[src/rtl/weight_mem_loader.sv]
// ==========================================================================
// weight_mem_loader - streams host weights into one layer's neuron memories
// Optional macro WEIGHT_LOAD_CHECKSUM_EN adds a 32-bit checksum. Rev 1.0
// ==========================================================================
`default_nettype none

module weight_mem_loader #(
  parameter int numNeurons   = 30,
  parameter int numWeight    = 784,
  parameter int addressWidth = 10,
  parameter int dataWidth    = 16
) (
  input  logic                    clk,
  input  logic                    rst_n,
  input  logic                    start,
  input  logic                    s_valid,
  input  logic [dataWidth-1:0]    s_data,
  output logic                    s_ready,
  output logic [numNeurons-1:0]   wen,
  output logic [addressWidth:0]   waddr,
  output logic [dataWidth-1:0]    wdata,
  output logic                    busy,
  output logic                    done
`ifdef WEIGHT_LOAD_CHECKSUM_EN
  ,
  output logic [31:0]             checksum
`endif
);

  localparam int NCW = (numNeurons > 1) ? $clog2(numNeurons) : 1;

  localparam logic [1:0] ST_IDLE  = 2'd0;
  localparam logic [1:0] ST_LOAD  = 2'd1;
  localparam logic [1:0] ST_DRAIN = 2'd2;

  localparam logic [addressWidth:0] LAST_ADDR   = (addressWidth + 1)'(numWeight - 1);
  localparam logic [NCW-1:0]        LAST_NEURON = NCW'(numNeurons - 1);

  logic [1:0]              state;
  logic [NCW-1:0]          neuron_cnt;
  logic [addressWidth:0]   addr_cnt;
  logic                    accept;
  logic                    last_addr;
  logic                    last_neuron;

  assign s_ready     = (state == ST_LOAD);
  assign busy        = (state != ST_IDLE);
  assign accept      = s_valid && s_ready;
  assign last_addr   = (addr_cnt == LAST_ADDR);
  assign last_neuron = (neuron_cnt == LAST_NEURON);

  // Control path: state and the neuron/address walk.
  always_ff @(posedge clk or negedge rst_n) begin
    if (!rst_n) begin
      state      <= ST_IDLE;
      neuron_cnt <= '0;
      addr_cnt   <= '0;
      done       <= 1'b0;
    end else begin
      done <= (state == ST_DRAIN);
      case (state)
        ST_IDLE: begin
          if (start) begin
            state      <= ST_LOAD;
            neuron_cnt <= '0;
            addr_cnt   <= '0;
          end
        end
        ST_LOAD: begin
          if (accept) begin
            if (last_addr) begin
              addr_cnt <= '0;
              // Completion replaces the neuron wrap on the final beat.
              if (last_neuron) begin
                state <= ST_DRAIN;
              end else begin
                neuron_cnt <= neuron_cnt + NCW'(1);
              end
            end else begin
              addr_cnt <= addr_cnt + (addressWidth + 1)'(1);
            end
          end
        end
        ST_DRAIN: begin
          state <= ST_IDLE;
        end
        default: begin
          state <= ST_IDLE;
        end
      endcase
    end
  end

  // Write port: one registered write per accepted beat, strobe idle otherwise.
  always_ff @(posedge clk or negedge rst_n) begin
    if (!rst_n) begin
      wen   <= '0;
      waddr <= '0;
      wdata <= '0;
    end else begin
      if (accept) begin
        wen   <= numNeurons'(1) << neuron_cnt;
        waddr <= addr_cnt;
        wdata <= s_data;
      end else begin
        wen   <= '0;
      end
    end
  end

`ifdef WEIGHT_LOAD_CHECKSUM_EN
  always_ff @(posedge clk or negedge rst_n) begin
    if (!rst_n) begin
      checksum <= '0;
    end else begin
      if ((state == ST_IDLE) && start) begin
        checksum <= '0;
      end else if (accept) begin
        checksum <= checksum + 32'($signed(s_data));
      end
    end
  end
`endif

endmodule

`default_nettype wire
[config.mk]
export PLATFORM = sky130hd
export DESIGN_NAME = weight_mem_loader
export DESIGN_NICKNAME = d
export VERILOG_FILES = /design/src/rtl/weight_mem_loader.sv
export SDC_FILE = /design/constraint.sdc
export NUM_CORES = 1
export LEC_CHECK = 0
export ABC_AREA = 1
export CAP_MARGIN = 0
export CORE_MARGIN = 4
export CORE_UTILIZATION = 25
export CTS_CLUSTER_SIZE = 14
export DETAILED_ROUTE_END_ITERATION = 6
export MAX_ROUTING_LAYER = met4
export PLACE_DENSITY = 0.57
export SYNTH_ARGS = -nofsm -noshare
export SYNTH_HDL_FRONTEND = slang
export SYNTH_SLANG_ARGS = --single-unit
[constraint.sdc]
create_clock -name clk -period 1.6 [get_ports clk]
set_clock_uncertainty 0.1 [all_clocks]
set_input_delay 0.4 -clock clk [delete_from_list [all_inputs] [get_ports clk]]
set_output_delay 0.4 -clock clk [all_outputs]
set_load 0.01 [all_outputs]
==> flow_metrics.tcl <==
set metrics [dict create \
    cts_buffers 9 \
    syn_avg_cell_area_um2 8.72 \
    hold_viol 0 \
    peakVddDrop_v 0.000531 \
    io_buffers 79 \
    hold_depth 2 \
    reg2reg_to "neuron_cnt[1]$_DFFE_PN0P_" \
    fin_ws_ns -0.0457 \
    first_pass_iters 4 \
    hp-start "wdata[1]$_DFFE_PN0P_" \
    crit_slowest_cell "dfrtp_1" \
    end_kind "flop" \
    drv_slew 0 \
    cts_tree "done" \
    critPathMaxStageDelay_ns 0.54 \
    placementRows 41 \
    switchingPower_uw 2770 \
    intPower_uw 5150 \
    grt_usage_pct 12.4 \
    worst_ep_required_time_ns 1.73 \
    grt_max_degree 77 \
    violations "negative setup slack" \
    clock_latency_ns 0.33 \
    htree_levels 3 \
    start_util_pct 25.4 \
    hold_path.class "reg2reg" \
    comb_power_share_pct 40.9 \
    clk_pin_slew_ns 0.06 \
    dieArea_mm2 0.0147 \
    hold_ws_ns 0.366 \
    grt_antenna_before_repair 0 \
    rsz0062_at_grt "yes" \
    finalWeightedCongestion 0.871 \
    num_vias 2805 \
    ys_ff_latch 76 \
    yosysUniqueCellTypes 17 \
    ys_seq_area_share_pct 59.3 \
    seq_power_share_pct 30.6 \
    critical_path_class "reg2reg" \
    swShare_pct 35.0 \
    relSlewSlack_pct 72.9 \
    ant_nets 0 \
    grt_pass1_vias 2805 \
    hold_end "wdata[1]$_DFFE_PN0P_" \
    crit_chain "nand4_1, nor2_2, nor2_4, buf_6, nand3b_1, nand2_1" \
    max_freq_mhz 608 \
    finalSetupViolCount 16 \
    die_w_um 121 \
    final_cell_mix "111 x nand2_1, 76 x dfrtp_1, 58 x dlygate4sd2_1, 33 x nor2_1, 32 x buf_4" \
    mostFrequentLayoutCell "nand2_1" \
    wl_mm 8.86 \
    status "finished, violations left" \
    period_needed_ns 1.65 \
    dp_hpwl_mm 6.09 \
    grt_overflow_total 0 \
    syn_area_mm2 0.00321 \
    cts_sinks 76 \
    synth_fp_nets 395 \
    drive_gt1_share_pct 23.0 \
    cp_max_fo 9 \
    worst-slew-pin-transition_ns 0.406 \
    diodes 0 \
    nNetsFinal 521 \
    io-pin-count 80 \
    post-route-period-util_pct 103 \
    clock_path_buffers 2 \
    routedWlPerCell_um 13.2 \
    leakagePower_uw 0.00259 \
    cts-root-buf "clkbuf_16" \
    crit-reg2reg-launch "neuron_cnt[2]$_DFFE_PN0P_" \
    yosysWarnings 0 \
    setup.worst_path.start_class "flop" \
    ff2ff_setup_slack_ns -0.05 \
    pwr-share-clk_pct 28.5 \
    cap_viol_max_count 0 \
    grt_pass1_wl_mm 14.2 \
    dieHeight_um 121 \
    drt_iter0_markers 150 \
    coreArea_mm2 0.0126 \
    rr_worst_depth 6 \
    fill_cells 1268 \
    crit_arrival_ns 1.77 \
    syn_inst 368 \
    p_per_area_mw_per_mm2 1550 \
    place_ws_ns -0.241 \
    areaGrowthSynthToFinish_pct 59.6 \
    viasPerCell 4.18 \
    drc 0 \
]
-- stage by stage --
step	area, um^2	setup TNS, ns	total power (uW)	util [%]	cells
after floorplan	3210	0	3660	-	368
after global placement	4430	-12.63	5020	35.1	641
after detailed placement	4430	-12.43	5050	35.1	641
after CTS	4750	-0.0964	7280	37.6	664
after global routing	5120	-4.65	8420	40.6	671
final	5120	-0.321	7920	40.6	671
-- cell families (layout without fill, tap and decap cells) --
logic type	after synthesis	after routing	synth area share, %
and+or+nand+nor	213	213	27.6
DFF	76	76	59.3
buffers and inverters	45	176	6.16
AOI/OAI and AO/OA	27	27	4.21
adders and majority gates	7	7	2.73
-- area by class of cell --
| cell class | instances | area (um^2) | share of cell area (%) |
|---|---|---|---|
| tap | 172 | 215 | 4.20 |
| clock inverter | 6 | 93.8 | 1.83 |
| sequential | 76 | 1900 | 37.1 |
| clock buffer | 10 | 239 | 4.67 |
| inverter | 34 | 143 | 2.78 |
| timing repair buffer | 126 | 1190 | 23.2 |
| multi-input combinational | 247 | 1340 | 26.2 |
-- layer usage --
layer / up-vias / GRT usage (%) / wire [um]
li1: 1407 / - / -
met1: 1328 / 16.2 / 4090
met2: 58 / 19.2 / 4270
met3: 12 / 2.89 / 375
met4: 0 / 3.64 / 125
met5: - / - / 0
-- flip-flops by register name, summed over array words and instances (netlist names) --
signal	count
addr_cnt	11
done	1
neuron_cnt	5
state	2
waddr	11
wdata	16
wen	30
-- power groups by stage --
stage	Clock (uW)	Combinational, uW	Sequential (uW)
floorplan	0	1080	2590
global placement	0	2560	2460
detailed placement	0	2580	2470
CTS	2310	2560	2410
global route	2390	3550	2470
finish	2260	3240	2430
-- synthesized netlist by cell type (all sizes together) --
cell    number  share of area [%]
nand2      119                 14
dfrtp       76                 59
nor2        58                7.8
inv         32                3.7
nand3       28                4.4
o21ai       22                3.4
buf          8                1.8
ha           7                2.7
nand4        7                1.4
a21oi        5               0.78
clkbuf       3               0.35
clkinv       2               0.23
nand3b       1               0.23
-- critical path: cells and delay by family (launching register included) --
| family | cells | cell delay [ns] |
|---|---|---|
| and+or+nand+nor | 5 | 0.75 |
| buffers and inverters | 1 | 0.13 |
| DFF | 1 | 0.54 |
-- worst max-delay path by stage --
stage                              startpoint                   endpoint  slack, ns  cells past startpoint
floorplan             addr_cnt[0]$_DFFE_PN0P_  neuron_cnt[3]$_DFFE_PN0P_       0.05                      8
global placement                      s_valid    addr_cnt[8]$_DFFE_PN0P_      -0.25                      7
detailed placement                    s_valid      waddr[10]$_DFFE_PN0P_      -0.24                      7
CTS                      state[0]$_DFFE_PN0P_                    s_ready      -0.06                      4
global route        neuron_cnt[2]$_DFFE_PN0P_  neuron_cnt[1]$_DFFE_PN0P_      -0.13                      6
finish              neuron_cnt[2]$_DFFE_PN0P_  neuron_cnt[1]$_DFFE_PN0P_      -0.05                      6
-- what timing repair did --
item / CTS / global route
hold endpoints to repair: 26 / 0
hold buffers: 1 / 0
buffers inserted: 6 / 4
gates cloned: 0 / 3
setup endpoints to repair: 66 / 74
gates resized for setup: 71 / 84
pin swaps: 2 / 16
(Power assumes the default switching activity.)
